**config.mk**
```make
export PLATFORM = sky130hd
export DESIGN_NAME = uart_tx
export DESIGN_NICKNAME = d
export VERILOG_FILES = /design/src/rtl/uart_pkg.sv /design/src/rtl/baud_tick.sv /design/src/rtl/uart_tx.sv
export SDC_FILE = /design/constraint.sdc
export NUM_CORES = 1
export LEC_CHECK = 0
export CAP_MARGIN = 25
export CORE_ASPECT_RATIO = 1.1
export CORE_MARGIN = 4
export CORE_UTILIZATION = 34
export DETAILED_ROUTE_END_ITERATION = 16
export PLACE_DENSITY_LB_ADDON = 0.2
export SYNTH_ARGS = -nofsm -noshare
export SYNTH_HDL_FRONTEND = slang
export SYNTH_SLANG_ARGS = --single-unit
```
**constraint.sdc**
```tcl
create_clock -name CLK_50M -period 4.8 [get_ports CLK_50M]
set_input_delay 1.2 -clock CLK_50M [delete_from_list [all_inputs] [get_ports CLK_50M]]
set_output_delay 1.2 -clock CLK_50M [all_outputs]
set_load 0.05 [all_outputs]
```
**src/rtl/uart_pkg.sv**
```systemverilog
// uart_pkg -- definitions shared by the UART blocks (uart_tx today, uart_rx later).
//   DEFAULT_CLKS_PER_BIT : clock cycles per bit, 115200 baud from a 50 MHz clock
//   uart_state_t         : frame state encoding
//   ST_*                 : frame states (IDLE -> START -> DATA -> [PARITY] -> STOP)
package uart_pkg;

    localparam int DEFAULT_CLKS_PER_BIT = 434;

    typedef logic [2:0] uart_state_t;

    localparam uart_state_t ST_IDLE   = 3'd0;
    localparam uart_state_t ST_START  = 3'd1;
    localparam uart_state_t ST_DATA   = 3'd2;
    localparam uart_state_t ST_PARITY = 3'd3;
    localparam uart_state_t ST_STOP   = 3'd4;

endpackage

```
**src/rtl/baud_tick.sv**
```systemverilog
// baud_tick -- bit-period counter for the UART.
// Counts 0..CLKS_PER_BIT-1 and wraps; tick is high during the cycle in which
// the count is CLKS_PER_BIT-1, i.e. the last cycle of a bit period.
//   clk     : clock
//   rst_n   : asynchronous active-low reset
//   restart : hold the counter at 0 (the next cycle begins a new bit period)
//   tick    : last cycle of the current bit period
module baud_tick
    import uart_pkg::*;
#(
    parameter int CLKS_PER_BIT = DEFAULT_CLKS_PER_BIT
) (
    input  logic clk,
    input  logic rst_n,
    input  logic restart,
    output logic tick
);

    localparam int CNT_W = $clog2(CLKS_PER_BIT);
    localparam logic [CNT_W-1:0] LAST = CNT_W'(CLKS_PER_BIT - 1);

    logic [CNT_W-1:0] cnt;

    assign tick = (cnt == LAST);

    always_ff @(posedge clk or negedge rst_n) begin
        if (!rst_n) begin
            cnt <= '0;
        end else if (restart || tick) begin
            cnt <= '0;
        end else begin
            cnt <= cnt + 1'b1;
        end
    end

endmodule

```
**src/rtl/uart_tx.sv**
```systemverilog
// uart_tx -- 8N1/8N2 UART transmitter with ready/valid byte input.
// Optional parity bit: define UART_TX_PARITY_EN (PARITY_ODD selects odd parity).
//   CLK_50M  : system clock
//   RST_N    : asynchronous active-low reset
//   tx_data  : byte to send, captured on acceptance
//   tx_valid : producer has a byte
//   tx_ready : idle, a byte can be accepted this cycle
//   tx_done  : one-cycle pulse on the final cycle of the last stop bit
//   TX       : serial line, idle high
module uart_tx
    import uart_pkg::*;
#(
    parameter int CLKS_PER_BIT = DEFAULT_CLKS_PER_BIT,
    parameter int STOP_BITS    = 1,
    parameter int PARITY_ODD   = 0
) (
    input  logic       CLK_50M,
    input  logic       RST_N,
    input  logic [7:0] tx_data,
    input  logic       tx_valid,
    output logic       tx_ready,
    output logic       tx_done,
    output logic       TX
);

    // Elaboration-time parameter legality checks.
    if (CLKS_PER_BIT < 2 || CLKS_PER_BIT > 65535) begin : g_bad_cpb
        $error("uart_tx: CLKS_PER_BIT must be 2..65535");
    end
    if (STOP_BITS != 1 && STOP_BITS != 2) begin : g_bad_stop
        $error("uart_tx: STOP_BITS must be 1 or 2");
    end
    if (PARITY_ODD != 0 && PARITY_ODD != 1) begin : g_bad_par
        $error("uart_tx: PARITY_ODD must be 0 or 1");
    end

    uart_state_t state;
    logic [7:0]  shreg;
    logic [2:0]  bit_idx;
    logic        stop_idx;
    logic        tx_q;
    logic        tick;
    logic        accept;
    logic        last_stop;

`ifdef UART_TX_PARITY_EN
    localparam logic PAR_INV = (PARITY_ODD != 0);
    // Parity is computed from the whole byte at acceptance, since the shift
    // register is consumed as the data bits go out.
    logic par_q;
`endif

    assign tx_ready  = (state == ST_IDLE);
    assign accept    = tx_valid && tx_ready;
    assign last_stop = (STOP_BITS == 1) || stop_idx;
    assign tx_done   = (state == ST_STOP) && tick && last_stop;
    // Registered line output: glitch-free, and async reset drives it high at once.
    assign TX        = tx_q;

    // Counter sits at 0 while idle, so the bit period starts with acceptance.
    baud_tick #(.CLKS_PER_BIT(CLKS_PER_BIT)) u_baud_tick (
        .clk     (CLK_50M),
        .rst_n   (RST_N),
        .restart (state == ST_IDLE),
        .tick    (tick)
    );

    always_ff @(posedge CLK_50M or negedge RST_N) begin
        if (!RST_N) begin
            state    <= ST_IDLE;
            shreg    <= '0;
            bit_idx  <= '0;
            stop_idx <= 1'b0;
            tx_q     <= 1'b1;
`ifdef UART_TX_PARITY_EN
            par_q    <= 1'b0;
`endif
        end else begin
            case (state)
                ST_IDLE: begin
                    if (accept) begin
                        state    <= ST_START;
                        shreg    <= tx_data;
                        bit_idx  <= '0;
                        stop_idx <= 1'b0;
                        tx_q     <= 1'b0;
`ifdef UART_TX_PARITY_EN
                        par_q    <= (^tx_data) ^ PAR_INV;
`endif
                    end
                end
                ST_START: begin
                    if (tick) begin
                        state <= ST_DATA;
                        tx_q  <= shreg[0];
                    end
                end
                ST_DATA: begin
                    if (tick) begin
                        if (bit_idx == 3'd7) begin
`ifdef UART_TX_PARITY_EN
                            state <= ST_PARITY;
                            tx_q  <= par_q;
`else
                            state <= ST_STOP;
                            tx_q  <= 1'b1;
`endif
                        end else begin
                            bit_idx <= bit_idx + 3'd1;
                            shreg   <= {1'b0, shreg[7:1]};
                            tx_q    <= shreg[1];
                        end
                    end
                end
`ifdef UART_TX_PARITY_EN
                ST_PARITY: begin
                    if (tick) begin
                        state <= ST_STOP;
                        tx_q  <= 1'b1;
                    end
                end
`endif
                ST_STOP: begin
                    if (tick) begin
                        if (last_stop) begin
                            state <= ST_IDLE;
                        end else begin
                            stop_idx <= 1'b1;
                        end
                    end
                end
                default: begin
                    state <= ST_IDLE;
                    tx_q  <= 1'b1;
                end
            endcase
        end
    end

endmodule

```
# After elaboration in Yosys (flattened, before gate mapping)
# Cells that the tools add are included.
# totals
romBits	0
word_cells	47
output_inout_bits	3
ramBits	0
ff_bits	24
inputBits	11
latch_bits	0
mem_count	0
# classes
n_bitwise	1
magnitude_cmp	0
n_reduce_logical	8
multipliers	0
eq_ne	11
n_div	0
add_sub_neg	2
n_mux	20
shift	0
# op_table
cell	count
2-to-1 mux 3 bit	8
2-to-1 mux 8 bit	3
case mux 8 bit (2 select lines)	1
case mux 3 bit (4 select lines)	1
!= test 2 bit (second input constant)	5
adder 9 x 1 -> 9 bit (second input constant)	1
== test 9 bit (second input constant)	1
2-to-1 mux 9 bit	1
AND reduction 4 bit	2
== test 3 bit (second input constant)	2
case mux 3 bit (2 select lines)	1
AND reduction 5 bit	1
2-to-1 mux 1 bit	4
case mux 1 bit (4 select lines)	1
adder 3 x 1 -> 3 bit (second input constant)	1
== test 3 x 1 -> 1 bit (second input constant)	1
== test 3 x 2 -> 1 bit (second input constant)	1
logical NOT 3 bit	1
logical AND 1 bit	2
!= test 2 x 1 -> 1 bit (second input constant)	1
nonzero test 2 bit	1
logical OR 1 bit	1
NOT 1 bit	1

# Depth between registers and ports, before layout
# Gate-level depths: netlist of run 1.
# depth
depth_word	4
depth_mapped	7
ltp_nobuf	6

# By module
# Synthesis of run 1 repeated with hierarchy kept, for this count alone.
# hier_totals
cells_unflattened	121
area_unflattened_um2	1403.8
# modules_own_cells
module	cells_each	seq_area_each_um2	n_inst	area_per_inst_um2
uart_tx	73	376.6	1	918.4
baud_tick	48	225.2	1	485.5

# Least setup slack after synthesis of run 1
# OpenSTA, ideal clock, no wires.
# synth_path
path_kind	register -> output
start	register u_baud_tick.cnt[1]
end	output port tx_done
required_ns	3.600
t_arrival_ns	2.322
setup_slack_ns	1.278
stages_incl_launch_ff	6
path_buffers	0
cell_sequence	dfrtp_1 > inv_1 > ha_1 > and4_4 > nand2_2 > nor4_1
# synth_via
elab_chain_len	2
# synth_lines
element	line_no	rtl
from (decl)	baud_tick.sv:22	logic [CNT_W-1:0] cnt;
from (signal assigned)	baud_tick.sv:32	cnt <= cnt + 1'b1;
== test 9 bit	baud_tick.sv:24	assign tick = (cnt == LAST);
logical AND 1 bit	uart_tx.sv:56	assign tx_done = (state == ST_STOP) && tick && last_stop;
to (decl)	uart_tx.sv:22	output logic tx_done,
# No other way between the ends.

# Final worst setup path of run 1
# Same ends and word-level chain as after synthesis.

==> results of run 1 <==
-- worst paths after layout --
kind	to	from	slack, ps	cells after the start
setup / recovery	tx_done	u_baud_tick.cnt[1]	1370	6
hold / removal	shreg[5]	shreg[5]	490	2
setup reg to reg	bit_idx[1]	bit_idx[0]	3070	7
hold reg to reg	shreg[5]	shreg[5]	490	2
max in group asynchronous	u_baud_tick.cnt[6]	RST_N	3040	2
min in group asynchronous	bit_idx[2]	RST_N	1280	1
-- stage by stage --
step / hold WS (ps) / power (mW) / instances / setup WS, ps / area, sq um
4_1_cts: 489 / 0.554 / 182 / 1340 / 1510
6_report: 485 / 0.545 / 182 / 1370 / 1510
2_1_floorplan: 452 / 0.342 / 119 / 1280 / 1270
3_5_place_dp: 468 / 0.377 / 178 / 1650 / 1440
3_3_place_gp: 458 / 0.371 / 177 / 1690 / 1420
5_1_grt: 510 / 0.583 / 182 / 1230 / 1510
-- layout by cell type, fill, tap and decap left out, drive strengths merged --
cell,instances
nand3,3
nand4,4
o21ai,11
nand2b,1
mux2,1
clkdlybuf4s50,13
and4,2
dfrtp,23
bufinv,1
ha,4
mux2i,7
nor4b,2
buf,2
a211o,1
a32oi,1
a21oi,3
o41ai,1
a31oi,1
dfstp,1
nor3,3
nor4,1
clkbuf,3
a211oi,1
or3,1
a2111oi,1
inv,3
nand2,16
and3,1
nor2,10
and2,2
xnor2,2
xor2,6
-- routing by layer --
| layer | wire, um | vias up |
|---|---|---|
| met5 | 0 | - |
| met4 | 17 | 0 |
| met3 | 90 | 2 |
| met2 | 997 | 11 |
| met1 | 992 | 395 |
| li1 | - | 444 |
-- area by class of cell --
class,count,area (sq um),area share (%)
well taps,50,62.6,4.14
repair buffers,15,153,10.1
multi-input cells,86,611,40.4
clock inverters,1,30.0,1.99
flip-flops and latches,24,602,39.9
clock buffers,3,41.3,2.73
inverters,3,11.3,0.746
-- worst max-delay path: stages (launching register included) --
cell	delay, ps
dfrtp_1	420
inv_1	70
ha_1	130
and4_4	210
nand2_2	90
nor4_1	180
clkdlybuf4s50_1	850
-- kinds of logic after synthesis --
family / count (synthesis) / synth area share (%)
simple gates: 46 / 20.2
fa+ha+maj: 4 / 3.93
compound gates: 20 / 12.0
flops: 24 / 47.3
buf+inv: 9 / 4.72
mux: 8 / 6.39
xor+xnor: 8 / 5.51
-- power groups by stage --
stage / Combinational, mW / Sequential [mW] / Clock [mW]
2_1_floorplan: 0.0671 / 0.275 / 0
3_3_place_gp: 0.0911 / 0.280 / 0
3_5_place_dp: 0.0956 / 0.281 / 0
4_1_cts: 0.0967 / 0.277 / 0.180
5_1_grt: 0.108 / 0.284 / 0.191
6_report: 0.0942 / 0.277 / 0.175
-- flip-flops by register name (all words and copies together) (netlist names) --
name	cells
bit_idx	3
u_baud_tick.cnt	9
state	3
shreg	8
TX	1
==> flow_summary.ini, run 1 <==
[status]
status = finished, final reports clean

[min_path]
hold_class = reg2reg

[synthesis]
yosysSeqAreaShare_pct = 47.3
synthTopCellsByArea = dfrtp_1 45%, o21ai_2 6.2%, mux2i_1 5.5%
yosysTopAreaCellShare_pct = 45.2
syn-cell-area_sq_um = 1270
synthCells = 119
synth.distinct_cells = 37
yosysMostFrequentCell = dfrtp_1
synth_commonest_cells = 23 x dfrtp_1, 15 x nand2_1, 10 x nor2_1
postSynthAreaPerCell_sq_um = 10.7
ys_seq_elements = 24
synthFlopType = dfrtp_1
yosysTopAreaCell = dfrtp_1
synth_edf_count = 0
syn_nets = 134
ys.warnings.count = 0
ys_async_sr_fraction_pct = 100

[clocking]
clock_latency_ps = 260
clock-root-buffer = clkbuf_8
ctsHoldBuffers = 0
cts.path.max_buffers = 2
cts_buffers = 3
path_clk_slew_ps = 90
cts.sinks = 24
cts_setup_buffers = 0
h-tree-depth = 1
post_cts_resized = 0
tritoncts = yes

[route]
drt_first_pass_iters = 4
drt_iter0_drc = 69
antenna_left = 0
route.detailed.drc = 0
via_per_inst = 4.68
via_count = 852
wire_per_inst_um = 11.5
drt_wl_total_um = 2100

[grt]
grt_max_degree = 22
top_usage_layer = met2
grt_pass1_wl_um = 3730
grtUsageTotal_pct = 9.98
use_met2_pct = 16.0
grt_antenna_before_repair = 0
grt_pass1_vias = 839
global_route.usage.met3_pct = 3.56
grt_use_met1_pct = 12.8
grt-ovfl-total = 0

[timing]
worst_pin_slew_ps = 533
relSlewSlack_pct = 64.4
clock_skew_ps = 4.56
fin_crit_sh_pct = 71.6
grt_setup_unrepaired = no
max_freq_mhz = 291
hold_violations = 0
post-route-min-period_ps = 3430
slew_violations = 0
setup_viol = 0
fin_setup_tns_ps = 0

[die]
io_pins = 14
fp.dieW_um = 66.3
die_h_um = 72.2
dieArea_sq_um = 4790
initial_core_util_pct = 35.1
num_rows = 23
coreArea_sq_um = 3630

[job]
drv_cap = 0

[critical_path]
cp_max_fo = 5
start_kind = flop
worstPathRequired_ps = 3600
endpoint_kind = output port
cp_data_arrival_time_ps = 2230
critPathKind = reg2out

[finish]
utilization_pct = 41.6
n_antenna_cell = 0
drive_above_1_share_pct = 15.9
nets = 148
fillers = 369
syn2layout_area_growth_pct = 18.7

[pwr]
switchingPower_mw = 0.148
clkPwrFrac_pct = 32.0
p_leak_nw = 0.623
seqPwrFrac_pct = 50.7
max-vdd-ir-drop_mv = 0.201
power_frac_comb_pct = 17.3
p_int_mw = 0.397
swShare_pct = 27.2
power_density_nw_per_um2 = 361

[placement]
dp_hpwl_um = 1590
port_buffers = 13
gp_congestion = 0.763
Power figures use the tool's default switching activity.
==> run 2: changes to the inputs <==
==> constraint.sdc (replaced) <==
create_clock -name CLK_50M -period 3.13 [get_ports CLK_50M]
set_input_delay 0.7825 -clock CLK_50M [delete_from_list [all_inputs] [get_ports CLK_50M]]
set_output_delay 0.7825 -clock CLK_50M [all_outputs]
set_load 0.05 [all_outputs]
==> run 2 against run 1 <==
Clock power increased by 21%. Critical path depth down 4. Cell area decreased by 1.4%. Power increased by 43%. Clock-buffer cell count up 1. Wire length up 6.8%. Sequential power grew 54%. Non-clock buffer count is the same. Cell count did not move. Clock skew hardly changed. Die area stayed put. Core utilization fell by 0.59 points. Largest cell class unchanged. Largest power group unchanged.
==> flow_summary.ini, run 2 (same netlist as run 1, synthesis figures left out) <==
[finish]
nets = 148
drive_above_1_share_pct = 15.9
layout_common_cells = 23 x dfrtp_1, 15 x nand2_1, 12 x clkdlybuf4s50_1
n_antenna_cell = 0
syn2layout_area_growth_pct = 17.0
top_register = u_baud_tick.cnt
fin_cells = 182
largest_reg_flops = 9
final_common_cell = dfrtp_1
reg_top3 = u_baud_tick.cnt (9), shreg (8)

[clocking]
h-tree-depth = 1
path_clk_slew_ps = 90
cts_setup_buffers = 0
cts.path.max_buffers = 2
ctsHoldBuffers = 0
tritoncts = yes
post_cts_resized = 0
cts_buffers = 3
clock_latency_ps = 270
clock-root-buffer = clkbuf_8
cts.sinks = 24

[pwr]
power_density_nw_per_um2 = 524
clkPwrFrac_pct = 27.0
switchingPower_mw = 0.231
p_int_mw = 0.550
max-vdd-ir-drop_mv = 0.217
seqPwrFrac_pct = 54.6
power_frac_comb_pct = 18.4
swShare_pct = 29.6
p_leak_nw = 0.632

[route]
via_count = 899
drt_first_pass_iters = 4
drt_iter0_drc = 55
drt_wl_total_um = 2240
route.detailed.drc = 0
via_per_inst = 4.94
antenna_left = 0
wire_per_inst_um = 12.3

[die]
die_h_um = 72.2
dieArea_sq_um = 4790
fp.dieW_um = 66.3
io_pins = 14
num_rows = 23
initial_core_util_pct = 35.1
coreArea_sq_um = 3630

[grt]
grt_max_degree = 22
grtUsageTotal_pct = 11.0
grt_antenna_before_repair = 0
grt-ovfl-total = 0
grt_pass1_vias = 894
grt_pass1_wl_um = 4050

[timing]
clock_skew_ps = 4.28
max_freq_mhz = 356
slew_violations = 0
hold_violations = 0
relSlewSlack_pct = 49.6
grt_setup_unrepaired = no
post-route-min-period_ps = 2810
fin_crit_sh_pct = 89.7
fin_setup_tns_ps = 0
worst_pin_slew_ps = 754
setup_ws_ps = 323
setup_viol = 0

[critical_path]
cp_max_fo = 14
crit_chain = nor3_1 > clkdlybuf4s50_1
critPathKind = reg2out
cp_data_arrival_time_ps = 2020
path_delay_family = buffers and inverters
r2r_slack_ps = 1370
cpMaxStageDelayCell = clkdlybuf4s50_1
crit_buf_inv = 1
critPathMaxStageDelay_ps = 870
start_kind = flop
worstPathRequired_ps = 2350
endpoint_kind = output port

[placement]
dp_hpwl_um = 1640
port_buffers = 13
dp.cells = 178
gp_congestion = 0.761
dp_slack_ps = 362

[min_path]
hold_class = reg2reg

[status]
status = finished, final reports clean

[job]
drv_cap = 0
## run 2: layer usage
layer / vias up / global-route usage, % / part of all wire [%]
met4: 0 / 4.74 / 1.2
met3: 4 / 2.94 / 5.2
met2: 20 / 17.8 / 47
met1: 429 / 13.9 / 47
met5: - / 0 / 0
li1: 446 / - / -
## run 2: tightest hold or removal path, cell delays in order, from the launching register on
cell	delay [ps]
dfrtp_1	350
nand2_1	60
o21ai_2	50
## run 2: path summary, 6_finish.rpt
kind                                   end        from  cells after the start
worst max-delay path              tx_ready    state[0]                      2
worst min-delay path              shreg[5]    shreg[5]                      2
worst max register to register  bit_idx[0]  bit_idx[0]                      7
worst min register to register    shreg[5]    shreg[5]                      2
max in group asynchronous       bit_idx[0]       RST_N                      2
min in group asynchronous         state[2]       RST_N                      1
## run 2: final cells by class
| type | count | area, sq um |
|---|---|---|
| Fill cell | 368 | 2140 |
| Clock buffer | 4 | 55.1 |
| Sequential cell | 24 | 602 |
| Timing Repair Buffer | 15 | 148 |
| Inverter | 3 | 11.3 |
| Tap cell | 50 | 62.6 |
| Multi-Input combinational cell | 86 | 611 |
## run 2: power by group through the flow
stage / Sequential (mW) / Combinational, mW / Clock [mW]
detailed placement: 0.433 / 0.144 / 0
floorplan: 0.421 / 0.103 / 0
global placement: 0.429 / 0.141 / 0
CTS: 0.426 / 0.147 / 0.224
global route: 0.438 / 0.167 / 0.236
finish: 0.426 / 0.143 / 0.211
## run 2: through the flow
stage                     hold slack (ps)  util (%)  power, mW  cell area, sq um
after floorplan                       452         -      0.524              1270
after global placement                459      39.5      0.570              1430
after detailed placement              468      39.5      0.577              1430
after global routing                  508      41.1      0.840              1490
final                                 483      41.1      0.781              1490
after CTS                             491      41.0      0.796              1490
